### src/rtl/fetch_unit_if.sv
// Fetch unit bus: instruction ROM port, decoder feedback, label-table write port and status.
// master = fetch unit side, slave = ROM/decoder/controller side.
// Optional cycle_count_o exists only when FETCH_CYCLE_COUNT_EN is defined.
interface fetch_unit_if;
    logic       start;
    logic [9:0] start_addr;
    logic [9:0] imem_addr;
    logic [7:0] imem_data;
    logic [7:0] instr_o;
    logic       instr_valid_o;
    logic       halt_i;
    logic       branch_i;
    logic       label_read_i;
    logic [3:0] branch_addr_i;
    logic       zero_i;
    logic       stall_i;
    logic       lut_we;
    logic [3:0] lut_idx;
    logic [9:0] lut_data;
    logic [9:0] pc_o;
    logic       done_o;
`ifdef FETCH_CYCLE_COUNT_EN
    logic [15:0] cycle_count_o;
`endif

    modport master (
        input  start, start_addr, imem_data, halt_i, branch_i, label_read_i,
               branch_addr_i, zero_i, stall_i, lut_we, lut_idx, lut_data,
`ifdef FETCH_CYCLE_COUNT_EN
        output cycle_count_o,
`endif
        output imem_addr, instr_o, instr_valid_o, pc_o, done_o
    );

    modport slave (
        output start, start_addr, imem_data, halt_i, branch_i, label_read_i,
               branch_addr_i, zero_i, stall_i, lut_we, lut_idx, lut_data,
`ifdef FETCH_CYCLE_COUNT_EN
        input  cycle_count_o,
`endif
        input  imem_addr, instr_o, instr_valid_o, pc_o, done_o
    );
endinterface

### src/rtl/fetch_unit.sv
// Instruction fetch: pc + label-table redirect over a combinational ROM; optional FETCH_CYCLE_COUNT_EN cycle counter.
// Latency: ROM word registered on instr_o one edge after pc presents it; taken redirect costs one bubble.
// Backpressure: stall_i freezes pc, instr_o, instr_valid_o and state; halt/redirect not evaluated while stalled.
module fetch_unit (
    input  logic          clk,
    input  logic          reset,
    fetch_unit_if.master  bus
);
    typedef enum logic [1:0] {IDLE, RUN, HALTED} state_t;

    state_t     state;
    state_t     state_nxt;
    logic [9:0] pc;
    logic [7:0] instr;
    logic       instr_valid;
    logic [9:0] lut [16];
    logic       taken;
    logic       halting;
    logic       start_acc;
    logic       done;

    // State register
    always_ff @(posedge clk) begin
        if (reset) state <= IDLE;
        else       state <= state_nxt;
    end

    // Next-state decode: start only counts outside RUN, halt only on a live unstalled instruction
    always_comb begin
        state_nxt = state;
        case (state)
            IDLE, HALTED: if (bus.start) state_nxt = RUN;
            RUN:          if (!bus.stall_i && instr_valid && bus.halt_i) state_nxt = HALTED;
            default:      state_nxt = IDLE;
        endcase
    end

    // Output/control decode from the current state and the instruction in flight
    always_comb begin
        done      = (state == HALTED);
        start_acc = (state != RUN) && bus.start;
        halting   = instr_valid && bus.halt_i;
        taken     = instr_valid && bus.label_read_i && (!bus.branch_i || bus.zero_i);
    end

    // pc / instruction register / label table; the redirect reads lut before this edge's write lands
    always_ff @(posedge clk) begin
        if (reset) begin
            pc          <= '0;
            instr       <= 8'h00;
            instr_valid <= 1'b0;
            for (int i = 0; i < 16; i++) lut[i] <= '0;
        end else begin
            if (bus.lut_we) lut[bus.lut_idx] <= bus.lut_data;
            if (state == RUN) begin
                if (!bus.stall_i) begin
                    if (halting) begin
                        instr_valid <= 1'b0;
                    end else if (taken) begin
                        pc          <= lut[bus.branch_addr_i];
                        instr_valid <= 1'b0;
                    end else begin
                        instr       <= bus.imem_data;
                        instr_valid <= 1'b1;
                        pc          <= pc + 10'd1;
                    end
                end
            end else begin
                instr_valid <= 1'b0;
                if (start_acc) pc <= bus.start_addr;
            end
        end
    end

`ifdef FETCH_CYCLE_COUNT_EN
    logic [15:0] cycle_cnt;

    // Saturating count of RUN cycles (stalls included), cleared by an accepted start
    always_ff @(posedge clk) begin
        if (reset)                                    cycle_cnt <= '0;
        else if (start_acc)                           cycle_cnt <= '0;
        else if (state == RUN && cycle_cnt != 16'hFFFF) cycle_cnt <= cycle_cnt + 16'd1;
    end

    assign bus.cycle_count_o = cycle_cnt;
`endif

    assign bus.imem_addr     = pc;
    assign bus.pc_o          = pc;
    assign bus.instr_o       = instr;
    assign bus.instr_valid_o = instr_valid;
    assign bus.done_o        = done;
endmodule

### src/flat_wrapper.sv
// flat-port wrapper written by rule: the top's interface ports become plain ports
module fetch_unit_flat 
  (clk, reset, bus_start, bus_start_addr, bus_imem_data, bus_halt_i, bus_branch_i, bus_label_read_i, bus_branch_addr_i, bus_zero_i, bus_stall_i, bus_lut_we, bus_lut_idx, bus_lut_data, bus_imem_addr, bus_instr_o, bus_instr_valid_o, bus_pc_o, bus_done_o);
  fetch_unit_if bus_i ();
  input  logic clk;
  input  logic reset;
  input wire logic [$bits(bus_i.start)-1:0] bus_start;
  input wire logic [$bits(bus_i.start_addr)-1:0] bus_start_addr;
  input wire logic [$bits(bus_i.imem_data)-1:0] bus_imem_data;
  input wire logic [$bits(bus_i.halt_i)-1:0] bus_halt_i;
  input wire logic [$bits(bus_i.branch_i)-1:0] bus_branch_i;
  input wire logic [$bits(bus_i.label_read_i)-1:0] bus_label_read_i;
  input wire logic [$bits(bus_i.branch_addr_i)-1:0] bus_branch_addr_i;
  input wire logic [$bits(bus_i.zero_i)-1:0] bus_zero_i;
  input wire logic [$bits(bus_i.stall_i)-1:0] bus_stall_i;
  input wire logic [$bits(bus_i.lut_we)-1:0] bus_lut_we;
  input wire logic [$bits(bus_i.lut_idx)-1:0] bus_lut_idx;
  input wire logic [$bits(bus_i.lut_data)-1:0] bus_lut_data;
  output wire logic [$bits(bus_i.imem_addr)-1:0] bus_imem_addr;
  output wire logic [$bits(bus_i.instr_o)-1:0] bus_instr_o;
  output wire logic [$bits(bus_i.instr_valid_o)-1:0] bus_instr_valid_o;
  output wire logic [$bits(bus_i.pc_o)-1:0] bus_pc_o;
  output wire logic [$bits(bus_i.done_o)-1:0] bus_done_o;
  assign bus_i.start = bus_start;
  assign bus_i.start_addr = bus_start_addr;
  assign bus_i.imem_data = bus_imem_data;
  assign bus_i.halt_i = bus_halt_i;
  assign bus_i.branch_i = bus_branch_i;
  assign bus_i.label_read_i = bus_label_read_i;
  assign bus_i.branch_addr_i = bus_branch_addr_i;
  assign bus_i.zero_i = bus_zero_i;
  assign bus_i.stall_i = bus_stall_i;
  assign bus_i.lut_we = bus_lut_we;
  assign bus_i.lut_idx = bus_lut_idx;
  assign bus_i.lut_data = bus_lut_data;
  assign bus_imem_addr = bus_i.imem_addr;
  assign bus_instr_o = bus_i.instr_o;
  assign bus_instr_valid_o = bus_i.instr_valid_o;
  assign bus_pc_o = bus_i.pc_o;
  assign bus_done_o = bus_i.done_o;
  fetch_unit u_core (.clk(clk), .reset(reset), .bus(bus_i));
endmodule
### config.mk
export PLATFORM = sky130hd
export DESIGN_NAME = fetch_unit_flat
export DESIGN_NICKNAME = d
export VERILOG_FILES = /design/src/rtl/fetch_unit_if.sv /design/src/rtl/fetch_unit.sv /design/src/flat_wrapper.sv
export SDC_FILE = /design/constraint.sdc
export NUM_CORES = 1
export LEC_CHECK = 0
export ABC_CLOCK_PERIOD_IN_PS = 1650
export BUFFER_PORTS_ARGS = -buffer_cell sky130_fd_sc_hd__buf_2
export CORE_MARGIN = 4
export CORE_UTILIZATION = 54
export DETAILED_ROUTE_END_ITERATION = 10
export GPL_ROUTABILITY_DRIVEN = 0
export PLACE_DENSITY = 0.74
export SYNTH_ARGS = -nofsm -noshare
export SYNTH_HDL_FRONTEND = slang
export SYNTH_SLANG_ARGS = --single-unit
### constraint.sdc
create_clock -name clk -period 1.65 [get_ports clk]
set_clock_uncertainty 0.05 [all_clocks]
set_input_delay 0.165 -clock clk [delete_from_list [all_inputs] [get_ports clk]]
set_output_delay 0.165 -clock clk [all_outputs]
set_load 0.05 [all_outputs]
==> summary.md <==
| Metric | Value |
|---|---|
| Ratio of cells with drive above 1 in the final layout | 29.3% |
| DR WL/cell | 22.2 µm |
| Critical Path Source Type | flop |
| Fin area | 10300 µm² |
| Arrival time worst endpoint | 1.95 ns |
| Cell area after synthesis | 8730 µm² |
| Hold Crit Depth | 3 |
| DR top layer | met4 |
| Pint | 8.26 mW |
| Met2 wire length | 10500 µm |
| Final Hold Vio Count | 0 |
| Worst r2r path cells | 5 |
| Pre-Repair DR Iteration Count | 5 |
| CTS Root Cell | clkbuf_16 |
| Power Total | 10.8 mW |
| RSZ-0062 raised after global routing | true |
| Post-route ant nets | 0 |
| Total I/O pin count | 75 |
| IO buf count | 74 |
| # setup viols final | 2 |
| Final WS setup | -0.0403 ns |
| Die ar. | 18300 µm² |
| # fillers | 1229 |
| # nets final | 812 |
| Most frequent cells in the layout | and2_1 (161), edfxtp_1 (160), buf_2 (74) |
| Status | finished, violations left |
| DRT met1 WL | 8910 µm |
| Remaining global-route overflow | 0 |
| Switching Fraction | 23.8% |
| Reg-to-reg critical path endpoint | u_core.bus.imem_addr[3] |
| Critical R2R Launch | u_core.lut[12][3] |
| Inst Count DP | 954 |
| CP Data Required Time | 1.91 ns |
| Setup CP Type | reg -> reg |
| Distinct cells, synth | 48 |
| Net Switching | 2.58 mW |
| Most common cell after layout, fill and taps aside | and2_1 |
| Fin Hold WS | 0.0189 ns |
| Critical path fanouts, max | 1 |
| Flop pwr share | 49.6% |
| Number of max-cap violations | 0 |
| Comb pwr share | 12.0% |
| Slew headroom | 70.2% |
| Starting Density | 55.0% |
| Avg Cell Area, Syn | 13.2 µm² |
| CTS sink cnt | 181 |
| Pin count of the biggest net entering global routing | 24 |
| FF/Latch Area | 5230 µm² |
| Clock-pin slew on the worst setup and hold paths | 0.06 ns |
| Final Non-Filler Cells | 995 |
| Clock power frac | 38.4% |
| Via density | 5.86 |
| R2r setup slk | -0.04 ns |
| Multi-input gate area | 3140 µm² |
| Die W | 135 µm |
| VDD IR max | 851 µV |
| DP Worst Slack | -0.503 ns |
| DRC | 0 |
| Skew-Pair Late Insertion Delay | 0.43 ns |
| Yosys reg bits | 181 |
| CTS tree | yes |
| Number of global-route vias before repair | 5891 |
| Area grow syn2layout | 18.1% |
| Dpl hpwl | 15500 µm |
| DP Area | 9600 µm² |
| Failing checks | setup timing |
| Tot GR Track Use | 25.1% |
| Synth warn | 0 |
| Die span in y | 135 µm |
| DR WL met3 | 1990 µm |
| Seq/Total Area, Yosys | 59.8% |
| Max-slew violation count | 0 |
| Total negative setup slack | -0.0509 ns |
| Hold EP | u_core.bus.imem_addr[3] |
| CTS Buf Count | 17 |
| Initial antenna violation count | 0 |
| Number of H-tree levels | 4 |
| Part of the cycle the worst path needs | 102% |
| Worst-Margin Slew | 0.446 ns |
| Max Root-Sink Buffers | 2 |
| Hold WC Path Type | in -> reg |
| Iteration-0 DRC Markers | 453 |
| Crit end category | flop |
| Hold Startpoint | bus_start_addr[3] |
| Leak | 3.93 nW |
| Tmin final | 1.69 ns |
| Inserted Diodes | 0 |
| Syn_nets | 706 |
| Util after Layout | 64.9% |
| Via total after detailed routing | 5832 |
| Routed WL | 22100 µm |
| Cells after Synth | 660 |
| FMAX | 0.592 GHz |
| PwrDens | 1050 nW/µm² |
| First-pass GRT wire length | 33800 µm |
| Row cnt | 46 |
| Core Box Area | 15900 µm² |
-- power groups by stage --
stage          logic, mW  registers, mW  clock network [mW]
2_1_floorplan      0.701           5.53                   0
3_3_place_gp        1.22           5.45                   0
3_5_place_dp        1.24           5.47                   0
4_1_cts             1.28           5.37                4.18
5_1_grt             1.37           5.40                4.39
6_report            1.30           5.38                4.16
-- repair_timing --
item	4_1_cts	5_1_grt
pin swaps	3	3
hold endpoints to repair	9	0
setup buffers	0	0
hold buffers	9	0
setup endpoints to repair	4	10
resized for setup	7	13
cloned	0	0
-- cell type report --
type / count / share of cell area [%]
clock buffers: 21 / 4.27
clock inverters: 11 / 1.53
inverters: 4 / 0.146
flip-flops and latches: 181 / 50.8
repair buffers: 147 / 10.2
multi-input cells: 415 / 30.5
well taps: 216 / 2.62
-- per-layer routing --
layer	global-route usage, %	vias up
li1	-	2605
met3	6.32	46
met5	0	-
met1	33.5	2894
met4	10.5	0
met2	39.8	287
-- cells by family after synthesis --
kind of cell	count (synthesis)	share of synthesized area, %
AND/OR/NAND/NOR	279	18.3
flip-flops	181	59.8
AO/OA/AOI/OAI	68	5.26
buffers and inverters	64	4.48
multiplexers	59	11.2
XOR/XNOR	8	0.802
adder cells (fa/ha/maj)	1	0.143
-- state kept, by name, indices dropped and copies added, names as in the netlist --
name	cells
u_core.lut	160
u_core.bus.imem_addr	10
u_core.bus.instr_o	8
u_core.state	2
u_core.bus.instr_valid_o	1
-- synthesized netlist by cell type (all sizes together) --
master / instances / share of area (%)
and2: 161 / 12
edfxtp: 160 / 55
clkbuf: 32 / 1.4
nand2: 29 / 1.2
buf: 28 / 2.9
mux4: 27 / 7.4
nor2: 26 / 1.1
mux2i: 22 / 2.5
a21oi: 21 / 1.2
dfxtp: 21 / 4.8
or2: 16 / 1.1
mux2: 10 / 1.3
nand2b: 9 / 0.64
nor3: 9 / 0.52
o21ai: 7 / 0.40
xnor2: 7 / 0.70
a22oi: 6 / 0.52
a311oi: 6 / 0.60
and3: 6 / 0.43
nand3: 6 / 0.34
a211oi: 5 / 0.43
nor2b: 5 / 0.36
o211ai: 5 / 0.43
a221oi: 4 / 0.40
inv: 4 / 0.17
nand4: 4 / 0.29
a31oi: 3 / 0.21
o22ai: 3 / 0.21
or3: 3 / 0.21
nand3b: 2 / 0.17
o311a: 2 / 0.23
a221o: 1 / 0.11
a22o: 1 / 0.10
a41o: 1 / 0.11
and4: 1 / 0.10
ha: 1 / 0.14
nand4b: 1 / 0.10
nor4: 1 / 0.072
o221ai: 1 / 0.10
o2bb2ai: 1 / 0.10
o31ai: 1 / 0.086
xor2: 1 / 0.10
-- critical path: stages, from the launching register on --
cell and delay, ns:
edfxtp_1 0.40, mux4_2 0.48, mux2_4 0.30, a21oi_2 0.13, a221o_1 0.15, a211oi_1 0.06
-- worst max path at each step --
stage	startpoint	to	slack, ns	depth (start not counted)
after global routing	u_core.lut[2][5]	u_core.bus.imem_addr[5]	-0.09	5
after detailed placement	bus_branch_addr_i[1]	u_core.bus.imem_addr[0]	-0.50	8
final	u_core.lut[12][3]	u_core.bus.imem_addr[3]	-0.04	5
after global placement	bus_branch_addr_i[1]	u_core.bus.imem_addr[0]	-0.47	8
after CTS	u_core.lut[2][5]	u_core.bus.imem_addr[5]	-0.03	5
after floorplan	bus_branch_addr_i[0]	u_core.bus.imem_addr[9]	0.04	6
No activity file was read; power rests on OpenSTA's default activity.
